==> config.mk <==
export PLATFORM = sky130hd
export DESIGN_NAME = pixel_source_arbiter
export DESIGN_NICKNAME = d
export VERILOG_FILES = /design/src/rtl/pixel_source_arbiter.sv
export SDC_FILE = /design/constraint.sdc
export NUM_CORES = 1
export LEC_CHECK = 0
export BUFFER_PORTS_ARGS = -buffer_cell sky130_fd_sc_hd__clkbuf_2
export CAP_MARGIN = 20
export CORE_MARGIN = 5
export CORE_UTILIZATION = 29
export DETAILED_ROUTE_END_ITERATION = 7
export PLACE_DENSITY = 0.79
export SLEW_MARGIN = 40
export SYNTH_ARGS = -nofsm -noshare
export SYNTH_HDL_FRONTEND = slang
export SYNTH_SLANG_ARGS = --single-unit
==> constraint.sdc <==
create_clock -name iClk -period 3.2 [get_ports iClk]
set_input_delay 0.64 -clock iClk [delete_from_list [all_inputs] [get_ports iClk]]
set_output_delay 0.64 -clock iClk [all_outputs]
set_load 0.03 [all_outputs]
==> src/rtl/pixel_source_arbiter.sv <==
// ---------------------------------------------------------------------------
// pixel_source_arbiter
//
// Purpose:
//   Output selector between the camera pipeline stages and the SDRAM
//   frame-buffer write ports. One pixel source is chosen per frame. The
//   sources are raw RGB, gray, histogram image, threshold image and
//   cumulative histogram. The chosen pixel is re-packed into the two 16-bit
//   SDRAM write words.
//
//   The mode register only loads while iFval is low. A frame is therefore
//   never built from two different sources.
//
// Optional feature (compile-time macro):
//   ARBITRATOR_HIST_MARKER_EN
//     When defined, histogram mode draws a pure red vertical marker at the
//     column equal to iThresholdLevel.
//     When undefined, histogram mode is a plain gray image of iHist, and
//     iThresholdLevel is ignored.
//
// Parameters:
//   RESET_MODE       mode register value after reset (000 = invalid, red screen)
//
// Ports:
//   iClk             system clock; all logic on the rising edge
//   iRst_n           synchronous, active-low reset
//   iFval            frame valid; high during the active frame
//   iSelect[2:0]     mode select: 001 RGB, 010 gray, 011 hist, 100 thresh,
//                    101 cum-hist; all other codes are invalid
//   iX_Cont[15:0]    current pixel column (used by the histogram marker)
//   iY_Cont[15:0]    current pixel row (reserved, unused)
//   iRGB_R/G/B[11:0] RGB pixel components;  iRGB_Valid  RGB pixel valid
//   iGray[7:0]       grayscale pixel;       iGray_Valid gray pixel valid
//   iHist[7:0]       histogram-image pixel; iHist_Valid also qualifies iCumHist
//   iThresholdLevel  threshold level (column of the marker)
//   iThresh[7:0]     thresholded pixel;     iThresh_Valid thresholded pixel valid
//   iCumHist[7:0]    cumulative-histogram pixel
//   oWr1_data[15:0]  {1'b0, G[11:7], B[11:2]}
//   oWr2_data[15:0]  {1'b0, G[6:2],  R[11:2]}
//   oWr_data_valid   write strobe for both words
// ---------------------------------------------------------------------------
module pixel_source_arbiter #(
    parameter logic [2:0] RESET_MODE = 3'b000
) (
    input  logic        iClk,
    input  logic        iRst_n,
    input  logic        iFval,
    input  logic [2:0]  iSelect,
    input  logic [15:0] iX_Cont,
    input  logic [15:0] iY_Cont,
    input  logic [11:0] iRGB_R,
    input  logic [11:0] iRGB_G,
    input  logic [11:0] iRGB_B,
    input  logic        iRGB_Valid,
    input  logic [7:0]  iGray,
    input  logic        iGray_Valid,
    input  logic [7:0]  iHist,
    input  logic [7:0]  iThresholdLevel,
    input  logic        iHist_Valid,
    input  logic [7:0]  iThresh,
    input  logic        iThresh_Valid,
    input  logic [7:0]  iCumHist,
    output logic [15:0] oWr1_data,
    output logic [15:0] oWr2_data,
    output logic        oWr_data_valid
);

    localparam logic [2:0] MODE_RGB     = 3'b001;
    localparam logic [2:0] MODE_GRAY    = 3'b010;
    localparam logic [2:0] MODE_HIST    = 3'b011;
    localparam logic [2:0] MODE_THRESH  = 3'b100;
    localparam logic [2:0] MODE_CUMHIST = 3'b101;

    logic [2:0]  mode_reg;

    logic [11:0] sel_r;
    logic [11:0] sel_g;
    logic [11:0] sel_b;
    logic        sel_valid;
    logic        mode_ok;

    logic [15:0] wr1_next;
    logic [15:0] wr2_next;
    logic        valid_next;

    // The mode register loads only between frames. It holds its value for
    // as long as iFval stays high.
    always_ff @(posedge iClk) begin
        if (!iRst_n) begin
            mode_reg <= RESET_MODE;
        end else if (!iFval) begin
            mode_reg <= iSelect;
        end
    end

    // Source selection. Any 8-bit source is widened to 12 bits as
    // {p, 4'b0000} and is driven onto all three channels, so it shows as gray.
    // The defaults give the invalid-mode picture: solid red, never strobed.
    always_comb begin
        sel_r     = 12'hFFF;
        sel_g     = 12'h000;
        sel_b     = 12'h000;
        sel_valid = 1'b0;
        mode_ok   = 1'b0;
        case (mode_reg)
            MODE_RGB: begin
                sel_r     = iRGB_R;
                sel_g     = iRGB_G;
                sel_b     = iRGB_B;
                sel_valid = iRGB_Valid;
                mode_ok   = 1'b1;
            end
            MODE_GRAY: begin
                sel_r     = {iGray, 4'b0000};
                sel_g     = {iGray, 4'b0000};
                sel_b     = {iGray, 4'b0000};
                sel_valid = iGray_Valid;
                mode_ok   = 1'b1;
            end
            MODE_HIST: begin
                sel_r     = {iHist, 4'b0000};
                sel_g     = {iHist, 4'b0000};
                sel_b     = {iHist, 4'b0000};
                sel_valid = iHist_Valid;
                mode_ok   = 1'b1;
`ifdef ARBITRATOR_HIST_MARKER_EN
                // A red vertical line at the threshold column. The strobe is
                // left untouched so that the marker is written like any pixel.
                if (iX_Cont == {8'h00, iThresholdLevel}) begin
                    sel_r = 12'hFFF;
                    sel_g = 12'h000;
                    sel_b = 12'h000;
                end
`endif
            end
            MODE_THRESH: begin
                sel_r     = {iThresh, 4'b0000};
                sel_g     = {iThresh, 4'b0000};
                sel_b     = {iThresh, 4'b0000};
                sel_valid = iThresh_Valid;
                mode_ok   = 1'b1;
            end
            MODE_CUMHIST: begin
                // The cumulative histogram has no strobe of its own. It
                // shares iHist_Valid with the histogram image.
                sel_r     = {iCumHist, 4'b0000};
                sel_g     = {iCumHist, 4'b0000};
                sel_b     = {iCumHist, 4'b0000};
                sel_valid = iHist_Valid;
                mode_ok   = 1'b1;
            end
            default: begin
                sel_r     = 12'hFFF;
                sel_g     = 12'h000;
                sel_b     = 12'h000;
                sel_valid = 1'b0;
                mode_ok   = 1'b0;
            end
        endcase
    end

    // Word packing. In a valid mode with no valid pixel, both words are
    // black. The invalid modes always show red, whatever the source strobes.
    always_comb begin
        wr1_next   = {1'b0, sel_g[11:7], sel_b[11:2]};
        wr2_next   = {1'b0, sel_g[6:2],  sel_r[11:2]};
        valid_next = mode_ok & sel_valid & iFval;
        if (mode_ok && !sel_valid) begin
            wr1_next = 16'h0000;
            wr2_next = 16'h0000;
        end
    end

    always_ff @(posedge iClk) begin
        if (!iRst_n) begin
            oWr1_data      <= 16'h0000;
            oWr2_data      <= 16'h0000;
            oWr_data_valid <= 1'b0;
        end else begin
            oWr1_data      <= wr1_next;
            oWr2_data      <= wr2_next;
            oWr_data_valid <= valid_next;
        end
    end

    // The row counter is reserved. The two low bits of each channel drop
    // out in the 16-bit packing.
    logic unused_bits;
    assign unused_bits = ^{iY_Cont, iX_Cont, iThresholdLevel,
                           sel_r[1:0], sel_g[1:0], sel_b[1:0]};

endmodule

======== Yosys cells after proc, flatten, opt, wreduce, memory -nomap -nowiden ========
Index checks and enable logic that the tools add are counted.
storage, ports and cells
  bits in registers ....................... 36
  input port bits ......................... 118
  output and inout port bits .............. 33
  word-level logic and storage cells ...... 24
operators by class
  equal/unequal tests ..................... 5
  mux-type cells .......................... 5
  bitwise operators ....................... 3
  reduce and logical (&&, ||, !) cells .... 5
operators with widths
  operator            count
  $pmux 12 s5         3
  $eq 3x2->1 const B  2
  $eq 3x3->1 const B  2
  $reduce_or 5->1     1
  $pmux 1 s4          1
  $reduce_or 2->1     2
  $eq 3x1->1 const B  1
  $and 1x1->1         2
  $logic_and 1x1->1   1
  $logic_not 1->1     1
  $mux 1              1
  $not 1->1           1

======== Depth between registers and ports, before layout ========
Gate-level depths: netlist (run 1).
  depth after elaboration ................. 6
  depth in mapped cells ................... 7
  depth with buffers taken out ............ 4

======== Worst setup path before layout (run 1) ========
No wires, ideal clock.
  path type ............................... input port to flip-flop
  from .................................... input iGray_Valid
  to ...................................... register oWr1_data[14]
  setup time .............................. 129 ps
  data arrival time ....................... 1369 ps
  data required time ...................... 3071 ps
  slack ................................... 1702 ps
  stages .................................. 6
  buffers on the path ..................... 2
  path through ............................ a211o_1 -> nand3_1 -> a211o_1 -> buf_6 -> buf_6 -> a21oi_1
on the way
  cells in the longest elaborated chain, start to end .. 4
RTL lines
  what                       RTL line  RTL
  start, declared            56        input logic iGray_Valid,
  $pmux 1 s4                 105       case (mode_reg)
  $logic_not 1->1            168       if (mode_ok && !sel_valid) begin
  $logic_and 1x1->1          168
  $reduce_or 2->1 (no line)  n/a
  end signal, assigned       180       oWr1_data <= wr1_next;
  end, declared              63        output logic [15:0] oWr1_data,
Every way passes these cells.
A chain may end at the register's enable or synchronous reset.

======== Final worst setup path (run 1) ========
  from .................................... register mode_reg[0]
  to ...................................... register oWr2_data[7]
on the way
  cells in the longest elaborated chain, start to end .. 6
  elaborated cells between the ends (all ways) .. 13
  those cells by class .................... eq/ne: 5; mux: 3; reduce/logical: 5
RTL lines
  what                                             RTL line  RTL
  start, declared                                  74        logic [2:0] mode_reg;
  start signal, assigned                           92        mode_reg <= iSelect;
  $eq 3x3->1 / $eq 3x2->1 (equally long branches)  105
  $reduce_or 2->1 (no line)                        n/a
  $pmux 1 s4                                       105
  $logic_not 1->1                                  168
  $logic_and 1x1->1                                168
  $reduce_or 2->1 (no line)                        n/a
  end signal, assigned                             181       oWr2_data <= wr2_next;
  end, declared                                    64        output logic [15:0] oWr2_data,
Several ways; a longest one is shown, not always the timed one.

==> out/results.tsv, run 1 <==
stage	metric	value	unit
sta	max_slew.worst_pin.slew	689	ps
sta	setup_violations	0	
synthesis	async_flop_share	0	%
grt	use_met3	3.10	%
critical_path	cp.arrival	2010	ps
grt	grt_usage	14.2	%
clock_tree	hold_buffers	0	
clock_tree	clockBufferDepth	2	
critical_path	cp_top_family	flip-flops	
power_and_ir_drop	p_total	0.991	mW
clock_tree	numCtsBuffers	5	
die	initial_core_util	29.4	%
clock_tree	cts_root_buf	clkbuf_8	
route	via_per_inst	4.49	
die	dieArea	6610	um2
critical_path	path_max_fanout	12	
grt	grt_pass1_vias	1463	
synthesis	ys_seq_elements	34	
critical_path	timing.rr.start	mode_reg[0]	
clock_tree	cts_tree	yes	
synthesis	synth_edf_count	0	
power_and_ir_drop	irDropWorstVdd	146	uV
sta	max_slew_margin	54.0	%
cells_and_area	num_antenna_cells	0	
sta	max_freq	0.533	GHz
die	core_area	5010	um2
cells_and_area	nFillCells	511	
cells_and_area	multi_input_area	707	um2
die	die_w	81.3	um
cells_and_area	seq_area	681	um2
route	final_antenna_net_count	0	
sta	finalSetupTns	0	ps
synthesis	ys_warn_count	0	
synthesis	synth-seq-area-share	46.1	%
route	first_pass_iters	4	
synthesis	yosys.area.top_type	dfxtp_1	
critical_path	critPathRequiredTime	3330	ps
synthesis	avgSynthCellArea	9.22	um2
synthesis	ys_types	27	
grt	grt_max_degree	18	
critical_path	crit_type	flop to flop	
critical_path	start_kind	flop	
synthesis	yosys-top-cells-area	dfxtp_1, mux2_2, nand2_1	
grt	busiest_layer	met2	
critical_path	cp-end-kind	flop	
clock_tree	cts.repair.resized	0	
clock_tree	post-cts-setup-buffers	0	
sta	fin_crit_sh	58.7	%
grt	overflow	0	
die	dieHeight	81.3	um
route	drt_wl_total	4730	um
outcome	outcome	complete, no violations	
synthesis	synth_area	1480	um2
grt	grtUsageMet1	17.1	%
critical_path	rr_worst_depth	4	
sta	finalMaxSlewViolations	0	
sta	grt_setup_unrepaired	no	
cells_and_area	fin_nets	378	
synthesis	synth_cells	160	
clock_tree	clk_pin_slew	70	ps
power_and_ir_drop	leakagePower	1.00	nW
route	dr_total_vias	1487	
critical_path	crit_path_max_incr_delay	550	ps
power_and_ir_drop	power_density	467	nW/um2
die	io_pins	151	
placed_design	hpwl	3650	um
route	wl_per_cell	14.3	um
clock_tree	htreeDepth	2	
synthesis	netlist.area_leader.share	46.1	%
grt	met2_usage	23.9	%
synthesis	synth.most_common_cell	dfxtp_1	
hold_path	whs_path_depth	3	
critical_path	path_cells	buf_4 -> mux2_2 -> a22oi_1 -> a31oi_1	
hold_path	min-delay-start	iRGB_G[3]	
synthesis	netlist_top_cells_count	dfxtp_1, nand2_1, a21oi_1	
synthesis	yosys_most_used_dff	dfxtp_1	
cells_and_area	fin_util	42.4	%
critical_path	worstSetupPathDepth	4	
placed_design	portBuffers	102	
grt	grt_pass1_wl	7160	um
job	max-cap-violations	0	
die	core.rowCount	26	
hold_path	hold_path_class	input port to flop	
route	drt_iter0_markers	52	
critical_path	reg2reg_slack	1320	ps
sta	finalHoldViolCount	0	
sta	period_needed	1880	ps
clock_tree	clk_latency	280	ps
placed_design	gp_congestion	0.745	
clock_tree	cts_sinks	34	
grt	antenna_found_initial	0	
sta	skew	2.54	ps
route	drc	0	
critical_path	r2r_end	oWr2_data[7]	
critical_path	path_buf_inv	1	
cells_and_area	layout-drive-gt1-share	51.3	%
cells_and_area	area_growth_syn_to_layout	43.9	%
hold_path	min_to	oWr2_data[11]	
critical_path	crit_slowest_cell	dfxtp_1	
==> report_power, final <==
part	leakage (nW)	switching, mW	total [mW]	internal [mW]
clock	0.0482	0.145	0.319	0.173
sequential	0.278	0.0108	0.457	0.446
combinational	0.676	0.127	0.215	0.0883
==> cells in the final DEF, fill, tap and decap left out, types with 4 or more instances in the layout <==
| master | instances |
|---|---|
| o21ai_0 | 10 |
| mux2_2 | 12 |
| dfxtp_1 | 34 |
| buf_4 | 5 |
| clkbuf_2 | 102 |
| a31oi_1 | 9 |
| a21oi_1 | 13 |
| a22oi_1 | 6 |
| mux2i_1 | 4 |
| nand2_1 | 22 |
| nor2_1 | 6 |
| a21oi_2 | 5 |
| nor2b_1 | 4 |
| clkbuf_8 | 6 |
==> metrics by stage <==
stage	hold slack [ps]	instances	area, um2	setup WS (ps)
floorplan	580	161	1480	1700
global placement	626	323	2030	1290
detailed placement	639	323	2030	1240
CTS	544	331	2120	1290
global route	551	331	2120	1090
finish	556	331	2120	1320
==> tightest hold or removal path: stages <==
cell	delay (ps)
clkbuf_2	80
nand2_1	40
nor2_1	30
==> metal layers <==
layer / routed length, um / share of wire [%]
met1: 2000 / 42
met4: 65 / 1.4
met2: 2280 / 48
met3: 380 / 8.0
met5: 0 / 0
==> logic make-up (layout without fill, tap and decap cells) <==
kind of cell | after synthesis | after routing | share of synthesized area [%]
other | 1 | 2 | 0.254
and+or+nand+nor | 39 | 39 | 11.6
buffers and inverters | 17 | 117 | 6.70
muxes | 16 | 16 | 11.9
AOI/OAI and AO/OA | 53 | 53 | 23.4
DFF | 34 | 34 | 46.1
==> worst max-delay path by stage <==
| stage | end | slack [ps] | from |
|---|---|---|---|
| after floorplan | oWr1_data[14] | 1700 | iGray_Valid |
| after detailed placement | oWr1_data[5] | 1240 | iGray_Valid |
| after global routing | oWr1_data[5] | 1090 | mode_reg[0] |
| after CTS | oWr1_data[5] | 1290 | mode_reg[0] |
| after global placement | oWr1_data[5] | 1290 | iGray_Valid |
| final | oWr2_data[7] | 1320 | mode_reg[0] |
==> final cells by class <==
class                   instances  share of cell area (%)
inverters                       2                   0.354
repair buffers                107                    25.8
multi-input cells             110                    33.3
flip-flops and latches         34                    32.1
clock inverters                 1                   0.236
clock buffers                   7                    4.07
well taps                      70                    4.13
(Power assumes the default switching activity.)
==> run 2: changes to the inputs <==
--- a/config.mk
+++ b/config.mk
@@ -5,12 +5,13 @@
 export SDC_FILE = /design/constraint.sdc
 export NUM_CORES = 1
 export LEC_CHECK = 0
+export ABC_AREA = 1
 export BUFFER_PORTS_ARGS = -buffer_cell sky130_fd_sc_hd__clkbuf_2
 export CAP_MARGIN = 20
 export CORE_MARGIN = 5
 export CORE_UTILIZATION = 29
 export DETAILED_ROUTE_END_ITERATION = 7
-export PLACE_DENSITY = 0.79
+export PLACE_DENSITY = 0.78
 export SLEW_MARGIN = 40
 export SYNTH_ARGS = -nofsm -noshare
 export SYNTH_HDL_FRONTEND = slang
==> constraint.sdc (replaced) <==
create_clock -name iClk -period 1.72 [get_ports iClk]
set_input_delay 0.344 -clock iClk [delete_from_list [all_inputs] [get_ports iClk]]
set_output_delay 0.344 -clock iClk [all_outputs]
set_load 0.03 [all_outputs]
==> out/results.tsv, run 2 <==
stage	metric	value	unit
synthesis	synth_area	1710	um2
route	wl_per_cell	12.7	um
placed_design	gp_congestion	0.755	
synthesis	yosys-top-cells-area	dfxtp_1, nor2_1, nand4_1	
outcome	outcome	complete, no violations	
synthesis	yosys.area.top_type	dfxtp_1	
synthesis	yosys_most_used_dff	dfxtp_1	
power_and_ir_drop	irDropWorstVdd	460	uV
power_and_ir_drop	p_total	2.07	mW
critical_path	timing.rr.start	mode_reg[2]	
power_and_ir_drop	power_density	867	nW/um2
cells_and_area	area_growth_syn_to_layout	39.6	%
critical_path	reg2reg_slack	140	ps
sta	max_freq	0.634	GHz
critical_path	endpoint	oWr1_data[6]	
sta	fin_crit_sh	91.7	%
synthesis	synth-seq-area-share	39.9	%
synthesis	ys_types	21	
critical_path	path_max_fanout	21	
route	drc	0	
synthesis	netlist.area_leader.share	39.9	%
synthesis	synth_edf_count	0	
critical_path	timing.critical_path.from	mode_reg[2]	
hold_path	hold_path_class	input port to flop	
grt	grt_max_degree	22	
synthesis	ys_seq_elements	34	
clock_tree	clk_latency	280	ps
critical_path	critPathRequiredTime	1890	ps
sta	setup_violations	0	
sta	finalSetupTns	0	ps
critical_path	cp-end-kind	flop	
grt	overflow	0	
die	io_pins	151	
power_and_ir_drop	leakagePower	1.26	nW
sta	layout_setup_ws	142	ps
grt	grt_pass1_wl	8190	um
placed_design	dp_slack	48.7	ps
die	die_w	86.7	um
die	core_area	5820	um2
route	dr_total_vias	1872	
synthesis	ys_warn_count	0	
grt	grt_pass1_vias	1731	
synthesis	async_flop_share	0	%
cells_and_area	fin_nets	462	
clock_tree	cts_tree	yes	
cells_and_area	final_cell_mix	clkbuf_2, nor2_1, nand2_1, dfxtp_1, inv_1	
placed_design	place_area	2260	um2
route	final_antenna_net_count	0	
die	initial_core_util	29.4	%
sta	finalMaxSlewViolations	0	
job	max-cap-violations	0	
placed_design	hpwl	4200	um
clock_tree	cts_sinks	34	
clock_tree	numCtsBuffers	5	
route	via_per_inst	4.46	
synthesis	avgSynthCellArea	7.06	um2
sta	finalHoldViolCount	0	
die	dieArea	7520	um2
clock_tree	hold_buffers	0	
sta	period_needed	1580	ps
cells_and_area	num_antenna_cells	0	
cells_and_area	layout-drive-gt1-share	42.9	%
die	core.rowCount	28	
synthesis	synth.most_common_cell	nor2_1	
sta	skew	2.63	ps
clock_tree	clk_pin_slew	70	ps
synthesis	netlist_top_cells_count	nor2_1, dfxtp_1, nand2_1	
placed_design	portBuffers	102	
clock_tree	htreeDepth	2	
critical_path	crit_type	flop to flop	
cells_and_area	layout_commonest_cell	clkbuf_2	
synthesis	synth_cells	242	
route	drt_iter0_markers	115	
sta	hold_slack	274	ps
grt	antenna_found_initial	0	
die	dieHeight	86.7	um
critical_path	cp.arrival	1750	ps
critical_path	r2r_end	oWr1_data[6]	
sta	grt_setup_unrepaired	no	
clock_tree	clockBufferDepth	2	
grt	grt_usage	14.2	%
critical_path	rr_worst_depth	8	
route	first_pass_iters	4	
route	drt_wl_total	5330	um
clock_tree	cts_root_buf	clkbuf_8	
cells_and_area	post-route-cell-area	2380	um2
critical_path	start_kind	flop	
run 2: worst min path at each step:
stage / depth (start not counted) / slack, ps / from / to
global route: 3 / 270 / iRGB_B[2] / oWr1_data[0]
CTS: 3 / 260 / iRGB_B[2] / oWr1_data[0]
finish: 3 / 270 / iRGB_B[2] / oWr1_data[0]
floorplan: 1 / 430 / iFval / mode_reg[0]
global placement: 3 / 560 / iRGB_B[2] / oWr1_data[0]
detailed placement: 3 / 560 / iRGB_B[3] / oWr1_data[1]
run 2: report_power, final:
group / internal, mW / switching, mW / total (mW) / leakage, nW
clock network: 0.433 / 0.273 / 0.706 / 0.0524
registers: 0.832 / 0.0199 / 0.852 / 0.278
logic: 0.177 / 0.332 / 0.509 / 0.932
run 2: critical path, stage by stage, from the launching register on:
cell and delay, ps:
dfxtp_1 500, inv_4 170, nand2_4 240, nand3_2 120, nand2_1 90, inv_2 50, o21ai_4 60, buf_12 180
nor2_1 50
run 2: cell type report:
| class | count | area [um2] |
|---|---|---|
| sequential | 34 | 682 |
| tap | 75 | 93.8 |
| inverter | 28 | 108 |
| clock buffer | 7 | 76.3 |
| clock inverter | 1 | 30.0 |
| multi-input combinational | 166 | 818 |
| fill | 641 | 3430 |
| timing repair buffer | 109 | 576 |
run 2: routing by layer:
layer	vias to the layer above	GRT usage [%]	share of wire (%)
met3	12	3.61	8.0
met5	-	0	0
met1	818	17.3	40
li1	961	-	-
met4	0	5.38	2.3
met2	81	23.9	50
run 2: logic make-up (layout without fill, tap and decap cells):
| logic type | Yosys count | after routing | synth area share [%] |
|---|---|---|---|
| and+or+nand+nor | 157 | 157 | 44.5 |
| other | 1 | 2 | 0.220 |
| buffers and inverters | 43 | 145 | 12.7 |
| AOI/OAI and AO/OA | 7 | 7 | 2.71 |
| DFF | 34 | 34 | 39.9 |
run 2: what timing repair did:
item	CTS	global route
setup buffers	0	2
endpoints found under the setup margin	0	30
gates resized for setup	0	2
run 2: per-stage QoR:
| step | instances | utilization (%) |
|---|---|---|
| floorplan | 243 | - |
| global placement | 410 | 38.8 |
| detailed placement | 410 | 38.8 |
| CTS | 418 | 40.6 |
| global route | 420 | 41.0 |
| finish | 420 | 41.0 |
